==> src/rtl/tablero_pkg.sv <==
// Shared types for the 2048 move engine.
//  N       board side (lines per board, tiles per line)
//  TILE_W  tile value width; value 0 marks an empty cell
//  Flattened board layout on ports: cell [row][col] occupies
//  bits [(row*N+col)*TILE_W +: TILE_W].
//  Optional build macro MOVER_FIN_JUEGO_EN adds the CHEQ state.
package tablero_pkg;

  localparam int N      = 4;
  localparam int TILE_W = 32;
  localparam int IDX_W  = $clog2(N);
  localparam int CMP_W  = $clog2(N + 1);

  typedef logic [TILE_W-1:0] tile_t;
  typedef tile_t linea_t [N];
  typedef tile_t tablero_t [N][N];

  typedef enum logic [1:0] {
    IZQ = 2'b00,
    DER = 2'b01,
    ARR = 2'b10,
    ABA = 2'b11
  } dir_e;

  typedef enum logic [1:0] {
    IDLE,
    PROC,
`ifdef MOVER_FIN_JUEGO_EN
    CHEQ,
`endif
    FIN
  } estado_e;

endpackage

==> src/rtl/mover_linea.sv <==
// Combinational single-line 2048 move.
//  linea_in      line, element 0 nearest the move target
//  linea_out     compacted and merged line, zero-filled toward element N-1
//  puntos_linea  sum of merged tile values in this line
//  cambio        1 if linea_out differs from linea_in
module mover_linea
  import tablero_pkg::*;
(
  input  linea_t linea_in,
  output linea_t linea_out,
  output tile_t  puntos_linea,
  output logic   cambio
);

  // Merged value wraps at TILE_W bits.
  function automatic tile_t fusionar(input tile_t a, input tile_t b);
    return a + b;
  endfunction

  // comp carries one extra zero slot so the last element has a
  // neighbour to compare against.
  tile_t comp   [N+1];
  tile_t valor  [N];
  logic  conserv [N];
  int    pos;
  logic  saltar;

  always_comb begin
    for (int k = 0; k <= N; k++) comp[CMP_W'(k)] = '0;
    for (int k = 0; k < N; k++) begin
      valor[IDX_W'(k)]     = '0;
      conserv[IDX_W'(k)]   = 1'b0;
      linea_out[IDX_W'(k)] = '0;
    end
    puntos_linea = '0;
    cambio       = 1'b0;
    saltar       = 1'b0;
    pos          = 0;

    // Compact non-zero tiles toward element 0.
    for (int i = 0; i < N; i++) begin
      if (linea_in[IDX_W'(i)] != '0) begin
        for (int k = 0; k < N; k++)
          if (pos == k) comp[CMP_W'(k)] = linea_in[IDX_W'(i)];
        pos++;
      end
    end

    // Merge scanning from element 0; the second tile of a pair is
    // consumed, so no tile takes part in two merges.
    for (int i = 0; i < N; i++) begin
      if (saltar) begin
        saltar = 1'b0;
      end else if (comp[CMP_W'(i)] != '0) begin
        conserv[IDX_W'(i)] = 1'b1;
        if (comp[CMP_W'(i)] == comp[CMP_W'(i + 1)]) begin
          valor[IDX_W'(i)] = fusionar(comp[CMP_W'(i)], comp[CMP_W'(i + 1)]);
          puntos_linea     = puntos_linea + valor[IDX_W'(i)];
          saltar           = 1'b1;
        end else begin
          valor[IDX_W'(i)] = comp[CMP_W'(i)];
        end
      end
    end

    // Repack surviving tiles contiguously from element 0.
    pos = 0;
    for (int i = 0; i < N; i++) begin
      if (conserv[IDX_W'(i)]) begin
        for (int k = 0; k < N; k++)
          if (pos == k) linea_out[IDX_W'(k)] = valor[IDX_W'(i)];
        pos++;
      end
    end

    for (int i = 0; i < N; i++)
      if (linea_out[IDX_W'(i)] != linea_in[IDX_W'(i)]) cambio = 1'b1;
  end

endmodule

==> src/rtl/mover_tablero.sv <==
// Sequential 2048 move engine: one board line per cycle through a
// shared mover_linea slice.
//  clk, rst           clock, synchronous active-high reset
//  start, direccion   move request and direction (00 L, 01 R, 10 U, 11 D)
//  matriz_entrada     input board, captured with start
//  busy, done         busy during processing; done pulses when results valid
//  matriz_resultante  moved board, movido change flag, puntos merge score
//  sin_movimientos    only with MOVER_FIN_JUEGO_EN: no move possible on result
module mover_tablero
  import tablero_pkg::*;
(
  input  logic                    clk,
  input  logic                    rst,
  input  logic                    start,
  input  logic [1:0]              direccion,
  input  logic [N*N*TILE_W-1:0]   matriz_entrada,
  output logic                    busy,
  output logic                    done,
  output logic [N*N*TILE_W-1:0]   matriz_resultante,
  output logic                    movido,
  output logic [TILE_W-1:0]       puntos
`ifdef MOVER_FIN_JUEGO_EN
  ,
  output logic                    sin_movimientos
`endif
);

  estado_e           state_q, state_d;
  dir_e              dir_q;
  logic [IDX_W-1:0]  idx_q;
  logic              captura;
  tablero_t          tab_q, entrada;
  linea_t            linea_in, linea_out;
  tile_t             puntos_linea;
  logic              cambio;

  mover_linea u_linea (
    .linea_in     (linea_in),
    .linea_out    (linea_out),
    .puntos_linea (puntos_linea),
    .cambio       (cambio)
  );

  always_ff @(posedge clk) begin
    if (rst) state_q <= IDLE;
    else     state_q <= state_d;
  end

  // A start in FIN is accepted so moves can run back to back.
  always_comb begin
    state_d = state_q;
    captura = 1'b0;
    busy    = 1'b0;
    done    = 1'b0;
    case (state_q)
      IDLE: if (start) begin
        captura = 1'b1;
        state_d = PROC;
      end
      PROC: begin
        busy = 1'b1;
        if (idx_q == IDX_W'(N - 1)) begin
`ifdef MOVER_FIN_JUEGO_EN
          state_d = CHEQ;
`else
          state_d = FIN;
`endif
        end
      end
`ifdef MOVER_FIN_JUEGO_EN
      CHEQ: begin
        busy    = 1'b1;
        state_d = FIN;
      end
`endif
      FIN: begin
        done = 1'b1;
        if (start) begin
          captura = 1'b1;
          state_d = PROC;
        end else begin
          state_d = IDLE;
        end
      end
      default: state_d = IDLE;
    endcase
  end

  always_comb begin
    for (int r = 0; r < N; r++)
      for (int c = 0; c < N; c++)
        entrada[IDX_W'(r)][IDX_W'(c)] = matriz_entrada[(r*N + c)*TILE_W +: TILE_W];
  end

  // Element 0 of the extracted line is the cell nearest the move target.
  always_comb begin
    for (int c = 0; c < N; c++) begin
      linea_in[IDX_W'(c)] = '0;
      case (dir_q)
        IZQ: linea_in[IDX_W'(c)] = tab_q[idx_q][IDX_W'(c)];
        DER: linea_in[IDX_W'(c)] = tab_q[idx_q][IDX_W'(N - 1 - c)];
        ARR: linea_in[IDX_W'(c)] = tab_q[IDX_W'(c)][idx_q];
        ABA: linea_in[IDX_W'(c)] = tab_q[IDX_W'(N - 1 - c)][idx_q];
        default: linea_in[IDX_W'(c)] = '0;
      endcase
    end
  end

  // The working board doubles as the result register.
  always_ff @(posedge clk) begin
    if (rst) begin
      tab_q  <= '{default: '0};
      dir_q  <= IZQ;
      idx_q  <= '0;
      puntos <= '0;
      movido <= 1'b0;
    end else if (captura) begin
      tab_q  <= entrada;
      dir_q  <= dir_e'(direccion);
      idx_q  <= '0;
      puntos <= '0;
      movido <= 1'b0;
    end else if (state_q == PROC) begin
      for (int c = 0; c < N; c++) begin
        case (dir_q)
          IZQ: tab_q[idx_q][IDX_W'(c)]         <= linea_out[IDX_W'(c)];
          DER: tab_q[idx_q][IDX_W'(N - 1 - c)] <= linea_out[IDX_W'(c)];
          ARR: tab_q[IDX_W'(c)][idx_q]         <= linea_out[IDX_W'(c)];
          ABA: tab_q[IDX_W'(N - 1 - c)][idx_q] <= linea_out[IDX_W'(c)];
          default: ;
        endcase
      end
      idx_q  <= idx_q + 1'b1;
      puntos <= puntos + puntos_linea;
      movido <= movido | cambio;
    end
  end

  always_comb begin
    matriz_resultante = '0;
    for (int r = 0; r < N; r++)
      for (int c = 0; c < N; c++)
        matriz_resultante[(r*N + c)*TILE_W +: TILE_W] = tab_q[IDX_W'(r)][IDX_W'(c)];
  end

`ifdef MOVER_FIN_JUEGO_EN
  // Stuck board: full, with no equal orthogonal neighbours.
  logic bloqueado;
  always_comb begin
    bloqueado = 1'b1;
    for (int r = 0; r < N; r++)
      for (int c = 0; c < N; c++)
        if (tab_q[IDX_W'(r)][IDX_W'(c)] == '0) bloqueado = 1'b0;
    for (int r = 0; r < N; r++)
      for (int c = 0; c < N - 1; c++)
        if (tab_q[IDX_W'(r)][IDX_W'(c)] == tab_q[IDX_W'(r)][IDX_W'(c + 1)]) bloqueado = 1'b0;
    for (int r = 0; r < N - 1; r++)
      for (int c = 0; c < N; c++)
        if (tab_q[IDX_W'(r)][IDX_W'(c)] == tab_q[IDX_W'(r + 1)][IDX_W'(c)]) bloqueado = 1'b0;
  end

  always_ff @(posedge clk) begin
    if (rst || captura)       sin_movimientos <= 1'b0;
    else if (state_q == CHEQ) sin_movimientos <= bloqueado;
  end
`endif

endmodule

==> config.mk <==
export PLATFORM = sky130hd
export DESIGN_NAME = mover_tablero
export DESIGN_NICKNAME = d
export VERILOG_FILES = /design/src/rtl/tablero_pkg.sv /design/src/rtl/mover_linea.sv /design/src/rtl/mover_tablero.sv
export SDC_FILE = /design/constraint.sdc
export NUM_CORES = 2
export LEC_CHECK = 0
export ABC_AREA = 1
export BUFFER_PORTS_ARGS = -buffer_cell sky130_fd_sc_hd__buf_2
export CAP_MARGIN = 15
export CORE_AREA = 2 2 411 413
export DETAILED_ROUTE_END_ITERATION = 8
export DIE_AREA = 0 0 413 415
export SYNTH_ARGS = -nofsm -noshare
export SYNTH_HDL_FRONTEND = slang
export SYNTH_SLANG_ARGS = --single-unit
==> constraint.sdc <==
create_clock -name clk -period 8.2 [get_ports clk]
set_input_delay 0.41 -clock clk [delete_from_list [all_inputs] [get_ports clk]]
set_output_delay 0.41 -clock clk [all_outputs]
set_load 0.1 [all_outputs]
==> results.json <==
{
  "place_hpwl_um": 154000,
  "ios": 1064,
  "grt_pass1_vias": 36100,
  "vias": 41900,
  "io_buffers": 295,
  "fp.dieW_um": 413,
  "antenna_left": 0,
  "hold_viol": 0,
  "start_util": 0.213,
  "fin_crit_sh": 0.927,
  "grt-ovfl-total": 0,
  "globalRouteTotalUtil": 0.227,
  "viasPerCell": 5.18,
  "async_flop_share": 0,
  "ir_drop_mv": 0.182,
  "drt_pass1_iterations": 7,
  "antenna_found_initial": 31,
  "arrival_ps": 8140,
  "hold_path_depth": 3,
  "die_area_mm2": 0.171,
  "status": "finished, final reports clean",
  "syn_inst": 5840,
  "cts_inserted_buffers": 52,
  "dp_cells": 7978,
  "fin_worst_skew_ps": 51.7,
  "worstReg2RegEnd": "puntos[30]$_SDFFE_PP0P_",
  "slew_viol_final": 0,
  "core_area_mm2": 0.167,
  "maxSlewHeadroom": 0.213,
  "avgRoutedWirePerCell_um": 25.5,
  "die_h_um": 415,
  "grt_first_pass_wirelength_um": 281000,
  "nFillCells": 19000,
  "synth-edff-count": 0,
  "setup_viol": 0,
  "design_area_mm2": 0.0392,
  "slowest_stage": "a22oi_1",
  "r2r_setup_slack_ps": 600,
  "slowest_delay_ps": 750,
  "fin_tns_setup_ps": 0,
  "wl_um": 206000,
  "clkTransAtPathRegs_ps": 70,
  "drive_gt1_frac": 0.116,
  "p_leak_uw": 0.0167,
  "gp_congestion": 1.01,
  "cp_max_fo": 78,
  "synth.distinct_cells": 54,
  "cp-start-kind": "flop",
  "worst_pin_slew_ps": 1180,
  "cp-end-kind": "flop",
  "clk_latency_ps": 690,
  "min-delay-start": "matriz_entrada[143]",
  "hold_class": "in -> reg",
  "path_class": "reg -> reg",
  "synth_seq_area_share": 0.238,
  "drc": 0,
  "holdPathEnd": "matriz_resultante[143]$_SDFFE_PP0P_",
  "synth_flop_cell": "dfxtp_1",
  "max_freq_mhz": 132,
  "clock-sinks": 423,
  "drtIter0Drc": 6727,
  "cts.hold.buffers_added": 0,
  "period_needed_ps": 7600,
  "finalNetCount": 6414,
  "max_cap_violations": 0,
  "ys_warn_count": 384,
  "cts_htree_levels": 2,
  "cp.required_ps": 8740,
  "fin_cells": 8088,
  "place_area_mm2": 0.0372,
  "p_per_area_mw_per_mm2": 236,
  "power_uw": 9230,
  "grt_start_max_net_pins": 140,
  "rows": 150,
  "holdWs_ps": 11.8,
  "yosys_register_bits": 423,
  "cts.root.buffer_cell": "clkbuf_16",
  "tritoncts": "built",
  "clock_path_buffers": 3,
  "rsz0062_at_grt": "false",
  "synthesis.area_mm2": 0.0355,
  "syn_avg_cell_area_um2": 6.08,
  "area_growth_pct": 10.3,
  "timing.rr.start": "dir_q[0]$_SDFFE_PP0P_",
  "reg2regPathDepth": 38
}
final cells by class:
| cell class | instances | area (um^2) | area share |
|---|---|---|---|
| well taps | 2204 | 2760 | 0.0704 |
| repair buffers | 471 | 2980 | 0.0761 |
| diodes | 11 | 27.5 | 0.000702 |
| clock buffers | 68 | 1480 | 0.0378 |
| inverters | 379 | 1450 | 0.0371 |
| multi-input cells | 4502 | 21500 | 0.549 |
| clock inverters | 30 | 484 | 0.0124 |
| flip-flops and latches | 423 | 8480 | 0.216 |
metal layers:
| metal | global-route usage | wire [um] |
|---|---|---|
| met1 | 0.301 | 81800 |
| met2 | 0.326 | 83300 |
| met3 | 0.0998 | 32300 |
| met4 | 0.0735 | 8230 |
| met5 | 0 | 407 |
metrics by stage:
step / setup WS (ps) / utilization
3_5_place_dp: 412 / 0.223
6_report: 599 / 0.235
4_1_cts: 340 / 0.235
5_1_grt: 11.2 / 0.235
2_1_floorplan: 1650 / -
3_3_place_gp: 497 / 0.223
worst max-delay path, delay by kind of cell, from the launching register on:
kind | cells | cell delay (ps)
AOI/OAI and AO/OA | 13 | 2790
buffers and inverters | 9 | 1330
and+or+nand+nor | 13 | 2080
xor gates and xnor gates | 1 | 110
DFF | 1 | 560
adders and majority gates | 2 | 580
cells by family after synthesis:
logic type,after synthesis,synth area share
xor+xnor,34,0.00859
buf+inv,1299,0.200
other cells,1,0.000106
flops,423,0.238
compound gates,1786,0.276
simple gates,2229,0.253
fa+ha+maj,68,0.0244
cell usage in the layout, fill, tap and decap left out, drive strengths merged, types with 2 or more instances in the layout:
master    synthesis  final
nor3             15     15
inv             374    378
a21boi            2      2
o31ai             2      2
diode             0     11
a31oi            74     74
clkbuf          301     69
o2111ai           2      2
nand3b            7      7
o21ai           645    645
o211ai          114    114
o21bai            6      6
nand3           314    314
a311oi            2      2
clkinv            5     17
xor2             26     26
o21a             10     10
xnor2             8      8
o22ai            18     18
a21o              2      2
nor2            261    261
and3              3      3
a21oi           806    806
buf             619    470
nor4              6      6
nand2          1595   1595
fa                2      2
bufinv            0     10
nand4            10     10
dfxtp           423    423
or2              18     18
ha               66     66
o221ai           79     79
a221oi            7      7
a22oi            10     10
clkinvlp          0      4
conb              1    385
o2bb2ai           3      3
sequential cells by signal (all words and copies together) (netlist names), named ones only:
signal             cells
tab_q                256
matriz_resultante     96
puntos                32
dir_q                  2
idx_q                  2
state_q                2
movido                 1
power by group:
group / switching [uW] / internal [uW] / total, uW / leakage [uW]
Combinational: 3420 / 716 / 4140 / 0.0123
Clock: 1140 / 1610 / 2750 / 0.000957
Sequential: 183 / 2160 / 2340 / 0.00345
Total: 4750 / 4480 / 9230 / 0.0167
synth_stat cells (all sizes together) (8+ instances only):
library cell | n | share of area
o21a | 10 | 0.0021
xnor2 | 8 | 0.0020
xor2 | 26 | 0.0066
a21oi | 806 | 0.11
clkbuf | 301 | 0.032
nand4 | 10 | 0.0018
ha | 66 | 0.023
o211ai | 114 | 0.024
or2 | 18 | 0.0032
nand2 | 1595 | 0.17
a22oi | 10 | 0.0021
o221ai | 79 | 0.019
dfxtp | 423 | 0.24
o22ai | 18 | 0.0032
nor3 | 15 | 0.0021
nand3 | 314 | 0.044
o21ai | 645 | 0.091
nor2 | 261 | 0.028
buf | 619 | 0.13
inv | 374 | 0.040
a31oi | 74 | 0.013
repair_timing:
| item | CTS | global route |
|---|---|---|
| gates resized for setup | 0 | 17 |
| endpoints found under the setup margin | 0 | 11 |
| setup buffers | 0 | 1 |
worst max-delay path by stage:
stage / start / endpoint / slack [ps] / cells after the start
after floorplan: idx_q[1]$_SDFFE_PP0P_ / puntos[23]$_SDFFE_PP0P_ / 1650 / 44
after global placement: idx_q[0]$_SDFFE_PP0P_ / puntos[25]$_SDFFE_PP0P_ / 500 / 45
after detailed placement: idx_q[0]$_SDFFE_PP0P_ / puntos[25]$_SDFFE_PP0P_ / 410 / 45
after CTS: idx_q[0]$_SDFFE_PP0P_ / puntos[25]$_SDFFE_PP0P_ / 340 / 45
after global routing: idx_q[0]$_SDFFE_PP0P_ / puntos[28]$_SDFFE_PP0P_ / 10 / 46
final: dir_q[0]$_SDFFE_PP0P_ / puntos[30]$_SDFFE_PP0P_ / 600 / 38
Power figures use the tool's default switching activity.
